$ cat config.mk
export PLATFORM = sky130hd
export DESIGN_NAME = alu_driver
export DESIGN_NICKNAME = d
export VERILOG_FILES = /design/src/rtl/alu_driver.sv
export SDC_FILE = /design/constraint.sdc
export NUM_CORES = 1
export LEC_CHECK = 0
export BUFFER_PORTS_ARGS = -buffer_cell sky130_fd_sc_hd__buf_2
export CORE_UTILIZATION = 45
export CTS_CLUSTER_SIZE = 20
export DETAILED_ROUTE_END_ITERATION = 8
export PLACE_DENSITY = 0.87
export SLEW_MARGIN = 15
export SYNTH_ARGS = -nofsm -noshare
export SYNTH_HDL_FRONTEND = slang
export SYNTH_SLANG_ARGS = --single-unit
$ cat constraint.sdc
create_clock -name clk -period 1.85 [get_ports clk]
set_input_delay 0.185 -clock clk [delete_from_list [all_inputs] [get_ports clk]]
set_output_delay 0.185 -clock clk [all_outputs]
set_load 0.05 [all_outputs]
$ cat src/rtl/alu_driver.sv
// Drives one ALU transaction at a time: accepts a command, presents it to the ALU,
// collects the result (or times out) and hands it downstream with running counters.
module alu_driver #(
  parameter int DATA_WIDTH = 16,
  parameter int SEL_WIDTH  = 3,
  parameter int TIMEOUT    = 64
) (
  input  logic                    clk,
  input  logic                    rst,
  input  logic                    cmd_valid,
  output logic                    cmd_ready,
  input  logic [DATA_WIDTH-1:0]   cmd_a,
  input  logic [DATA_WIDTH-1:0]   cmd_b,
  input  logic [SEL_WIDTH-1:0]    cmd_sel,
  input  logic                    cmd_bad_par,
  output logic                    alu_valid,
  output logic [DATA_WIDTH-1:0]   alu_data_1,
  output logic [DATA_WIDTH-1:0]   alu_data_2,
  output logic [SEL_WIDTH-1:0]    alu_sel,
  output logic                    alu_parity,
  input  logic                    alu_ack,
  input  logic                    alu_rvalid,
  input  logic [2*DATA_WIDTH-1:0] alu_rdata,
  input  logic                    alu_err,
  output logic                    alu_rready,
  output logic                    res_valid,
  input  logic                    res_ready,
  output logic [2*DATA_WIDTH-1:0] res_data,
  output logic                    res_err,
  output logic                    res_timeout,
  output logic [15:0]             txn_cnt,
  output logic [15:0]             err_cnt
);

  localparam int CW = $clog2(TIMEOUT + 1);

  typedef enum logic [1:0] {
    ST_IDLE     = 2'd0,
    ST_SEND     = 2'd1,
    ST_WAIT_RES = 2'd2,
    ST_DELIVER  = 2'd3
  } state_t;

  state_t                  r_state;
  state_t                  w_state_nxt;
  logic [CW-1:0]           r_phase_cnt;
  logic                    w_expire;
  logic                    w_accept;
  logic                    w_rsp;
  logic                    w_timeout;
  logic                    w_done;

  logic                    r_cmd_ready;
  logic                    r_alu_valid;
  logic [DATA_WIDTH-1:0]   r_a;
  logic [DATA_WIDTH-1:0]   r_b;
  logic [SEL_WIDTH-1:0]    r_sel;
  logic                    r_parity;
  logic                    r_res_valid;
  logic [2*DATA_WIDTH-1:0] r_res_data;
  logic                    r_res_err;
  logic                    r_res_timeout;
  logic [15:0]             r_txn_cnt;
  logic [15:0]             r_err_cnt;

  function automatic logic par_calc(input logic [2*DATA_WIDTH+SEL_WIDTH-1:0] v, input logic inv);
    return (^v) ^ inv;
  endfunction

  always_comb begin
    w_state_nxt = r_state;
    w_accept    = 1'b0;
    w_rsp       = 1'b0;
    w_timeout   = 1'b0;
    w_done      = 1'b0;
    w_expire    = (r_phase_cnt == CW'(TIMEOUT - 1));
    case (r_state)
      ST_IDLE: begin
        if (cmd_valid) begin
          w_accept    = 1'b1;
          w_state_nxt = ST_SEND;
        end else begin
          w_state_nxt = ST_IDLE;
        end
      end
      // A handshake landing on the expiry cycle wins over the timeout.
      ST_SEND: begin
        if (alu_ack) begin
          w_state_nxt = ST_WAIT_RES;
        end else if (w_expire) begin
          w_timeout   = 1'b1;
          w_state_nxt = ST_DELIVER;
        end else begin
          w_state_nxt = ST_SEND;
        end
      end
      ST_WAIT_RES: begin
        if (alu_rvalid) begin
          w_rsp       = 1'b1;
          w_state_nxt = ST_DELIVER;
        end else if (w_expire) begin
          w_timeout   = 1'b1;
          w_state_nxt = ST_DELIVER;
        end else begin
          w_state_nxt = ST_WAIT_RES;
        end
      end
      ST_DELIVER: begin
        if (res_ready) begin
          w_done      = 1'b1;
          w_state_nxt = ST_IDLE;
        end else begin
          w_state_nxt = ST_DELIVER;
        end
      end
      default: begin
        w_state_nxt = ST_IDLE;
      end
    endcase
  end

  always_ff @(posedge clk or negedge rst) begin
    if (!rst) begin
      r_state <= ST_IDLE;
    end else begin
      r_state <= w_state_nxt;
    end
  end

  // Restarts on every state change so each handshake phase gets a full budget.
  always_ff @(posedge clk or negedge rst) begin
    if (!rst) begin
      r_phase_cnt <= '0;
    end else if (r_state != w_state_nxt) begin
      r_phase_cnt <= '0;
    end else if (!w_expire) begin
      r_phase_cnt <= r_phase_cnt + CW'(1);
    end
  end

  always_ff @(posedge clk or negedge rst) begin
    if (!rst) begin
      r_cmd_ready   <= 1'b1;
      r_alu_valid   <= 1'b0;
      r_res_valid   <= 1'b0;
      r_a           <= '0;
      r_b           <= '0;
      r_sel         <= '0;
      r_parity      <= 1'b0;
      r_res_data    <= '0;
      r_res_err     <= 1'b0;
      r_res_timeout <= 1'b0;
    end else begin
      r_cmd_ready <= (w_state_nxt == ST_IDLE);
      r_alu_valid <= (w_state_nxt == ST_SEND);
      r_res_valid <= (w_state_nxt == ST_DELIVER);
      if (w_accept) begin
        r_a      <= cmd_a;
        r_b      <= cmd_b;
        r_sel    <= cmd_sel;
        r_parity <= par_calc({cmd_a, cmd_b, cmd_sel}, cmd_bad_par);
      end
      if (w_rsp) begin
        r_res_data    <= alu_rdata;
        r_res_err     <= alu_err;
        r_res_timeout <= 1'b0;
      end else if (w_timeout) begin
        r_res_data    <= '0;
        r_res_err     <= 1'b0;
        r_res_timeout <= 1'b1;
      end else if (w_done) begin
        r_res_data    <= '0;
        r_res_err     <= 1'b0;
        r_res_timeout <= 1'b0;
      end
    end
  end

  always_ff @(posedge clk or negedge rst) begin
    if (!rst) begin
      r_txn_cnt <= 16'd0;
      r_err_cnt <= 16'd0;
    end else if (w_done) begin
      r_txn_cnt <= r_txn_cnt + 16'd1;
      if ((r_res_err || r_res_timeout) && (r_err_cnt != 16'hFFFF)) begin
        r_err_cnt <= r_err_cnt + 16'd1;
      end
    end
  end

  assign cmd_ready   = r_cmd_ready;
  assign alu_valid   = r_alu_valid;
  assign alu_data_1  = r_a;
  assign alu_data_2  = r_b;
  assign alu_sel     = r_sel;
  assign alu_parity  = r_parity;
  // Result acknowledge is the capture cycle itself, so it can never linger.
  assign alu_rready  = (r_state == ST_WAIT_RES) && alu_rvalid;
  assign res_valid   = r_res_valid;
  assign res_data    = r_res_data;
  assign res_err     = r_res_err;
  assign res_timeout = r_res_timeout;
  assign txn_cnt     = r_txn_cnt;
  assign err_cnt     = r_err_cnt;

endmodule

==> metrics.yaml <==
status: "finished with violations"
violations: "setup timing"
timing.rr.start: "r_phase_cnt[0]"
numCtsBuffers: 17
postSynth.asyncResetShare: 1.00
nNetsFinal: 741
die-area_sq_um: 11300
worstSetupPathType: "reg2reg"
hold_viol_final: 0
rr_worst_depth: 7
row_count: 37
ys.flop_type: "dfrtp_1"
antenna_found_initial: 0
mostFrequentLayoutCell: "buf_2"
viasPerCell: 5.06
clock_path_buffers: 2
setup_viol: 7
netSwitchingFraction: 0.432
share_comb_of_total_power: 0.461
power.leakage_nw: 3.77
synth_edf_count: 0
grt_pass1_wl_microns: 20700
slew_viol_final: 0
tightest_slew_ns: 0.566
grt_max_degree: 111
grt_pass1_vias: 4270
initial_core_util: 0.469
port_buffers: 180
critPathLaunch: "r_phase_cnt[0]"
drive_above_1_share: 0.458
n_antenna_cell: 0
ant_nets: 0
fin_crit_sh: 1.02
cp.required_ns: 2.28
cp.arrival_ns: 2.31
synth_cells: 378
synthesis.nets: 461
p_sw_mw: 5.88
power.density_nw_per_um2: 1780
post-route-util: 0.730
drt_iter0_markers: 137
fin_area_sq_um: 7640
ys.warnings.count: 0
syn_avg_cell_area_sq_um: 13.0
max-slew-margin-rel: 0.623
htreeDepth: 4
setup_slack_ns: -0.0334
synth_area_sq_um: 4910
die_x_microns: 106
ys_ff_latch: 114
slowest_stage: "dfrtp_1"
tritoncts: "yes"
power_frac_seq: 0.286
place_area_sq_um: 6110
p_int_mw: 7.72
skew_ns: 0.00877
cp_cell_sequence: "ha_2 > and3_4 > a21o_1 > a2111oi_4 > or3_4 > nand4b_4 > nor2_1"
startpoint_type: "register"
hold_path.class: "in2async"
cts_sinks: 114
grt-ovfl-total: 0
power_mw: 13.6
clock_power_share: 0.253
max_stage_delay_ns: 0.38
drc: 0
core_sq_um: 10500
place.gp.congestion: 0.791
period_minus_slack_ns: 1.88
drt-pass1-iter-count: 4
peakVddDrop_mv: 1.20
num_vias: 4081
wirelength_microns: 13100
post_drt_wl_per_cell_microns: 16.2
grtUsageTotal: 0.239
die_y_microns: 106
ys_seq_area_frac: 0.582
drv_cap: 0
clk_pin_slew_ns: 0.05
ys_types: 36
path_max_fanout: 7
insertion_delay_ns: 0.50
syn_to_final_growth_pct: 55.7
io_pins: 181
final_cell_mix: "buf_2, dfrtp_1, dlygate4sd3_1, xnor2_1, mux2_2"
rsz0062_at_grt: "yes"
dp_hpwl_microns: 7860
end_kind: "register"
fin_setup_tns_ns: -0.168
fmax_mhz: 531
cts_root_buffer: "clkbuf_8"
-- cells in the mapped netlist, types with 2 or more instances --
library cell | n | area (sq um)
a22o_1 | 33 | 289
and2_1 | 4 | 25.0
and3_1 | 5 | 31.3
and3b_1 | 2 | 17.5
and4_1 | 2 | 17.5
clkbuf_1 | 11 | 41.3
dfrtp_1 | 113 | 2830
ha_1 | 8 | 100
inv_1 | 3 | 11.3
mux2_2 | 36 | 405
nand2_1 | 21 | 78.8
nand3_1 | 17 | 85.1
nand4_1 | 4 | 25.0
nor2_1 | 21 | 78.8
nor2b_1 | 4 | 25.0
nor3_1 | 4 | 20.0
o211ai_1 | 2 | 15.0
o21ai_0 | 6 | 30.0
xnor2_1 | 52 | 455
xor2_1 | 14 | 123
-- per-layer routing --
metal  track usage  vias to the layer above  part of all wire
met1         0.270                     2002              0.40
met4         0.114                        0             0.026
li1              -                     1880                 -
met2         0.421                      169              0.51
met5             0                        -                 0
met3        0.0613                       30             0.066
-- path summary, 6_finish.rpt --
kind | slack, ns | end
setup / recovery | -0.03 | r_phase_cnt[1]
hold / removal | 0.03 | txn_cnt[6]
setup reg to reg | -0.03 | r_phase_cnt[1]
hold reg to reg | 0.48 | txn_cnt[15]
max in group asynchronous | 1.08 | err_cnt[8]
min in group clk | 0.07 | r_state[0]
-- metrics by stage --
| step | instances | hold slack [ns] | setup slack, ns |
|---|---|---|---|
| after floorplan | 378 | -0.111 | -0.0378 |
| after global placement | 695 | -0.00834 | 0.0285 |
| after detailed placement | 695 | -0.00497 | -0.0937 |
| after CTS | 801 | 0.00621 | -0.0872 |
| after global routing | 807 | 0.0189 | -0.130 |
| final | 807 | 0.0269 | -0.0334 |
-- state kept, by name, summed over array words and instances, names as in the netlist --
name         flops
alu_data_2      16
cmd_ready        1
alu_sel          3
res_data        32
res_timeout      1
res_valid        1
r_state          2
alu_valid        1
txn_cnt         16
err_cnt         16
r_phase_cnt      7
alu_parity       1
res_err          1
alu_data_1      16
-- cells by family (layout without fill, tap and decap cells) --
kind of cell,Yosys count,count (layout),synth area share
mux,37,37,0.0847
xor+xnor,67,67,0.122
simple gates,91,91,0.0964
flops,114,114,0.582
buf+inv,14,307,0.0107
fa+ha+maj,8,8,0.0204
compound gates,47,47,0.0839
-- layout make-up --
type	count	area [sq um]
sequential	114	2870
fill	655	2820
multi-input combinational	250	2090
timing repair buffer	272	1860
clock buffer	24	490
tap	136	170
clock inverter	8	148
inverter	3	11.3
-- critical path: cells and delay by family, from the launching register on --
| kind | cells | cell delay (ns) |
|---|---|---|
| AOI/OAI and AO/OA | 2 | 0.54 |
| adders and majority gates | 1 | 0.19 |
| and+or+nand+nor | 4 | 0.70 |
| DFF | 1 | 0.38 |
-- power by group through the flow --
| stage | Sequential, mW | Clock, mW | Combinational [mW] |
|---|---|---|---|
| global placement | 3.80 | 0 | 5.79 |
| finish | 3.89 | 3.44 | 6.27 |
| detailed placement | 3.87 | 0 | 5.94 |
| CTS | 3.85 | 3.52 | 6.19 |
| global route | 3.97 | 3.64 | 6.57 |
| floorplan | 6.58 | 0 | 1.69 |
-- what timing repair did --
item | CTS | global route
resized for setup | 18 | 12
hold buffers | 69 | 0
endpoints found under the setup margin | 11 | 57
gates cloned | 1 | 0
pin swaps | 3 | 10
buffers inserted | 4 | 7
hold endpoints to repair | 181 | 0
No activity file was read; power rests on OpenSTA's default activity.
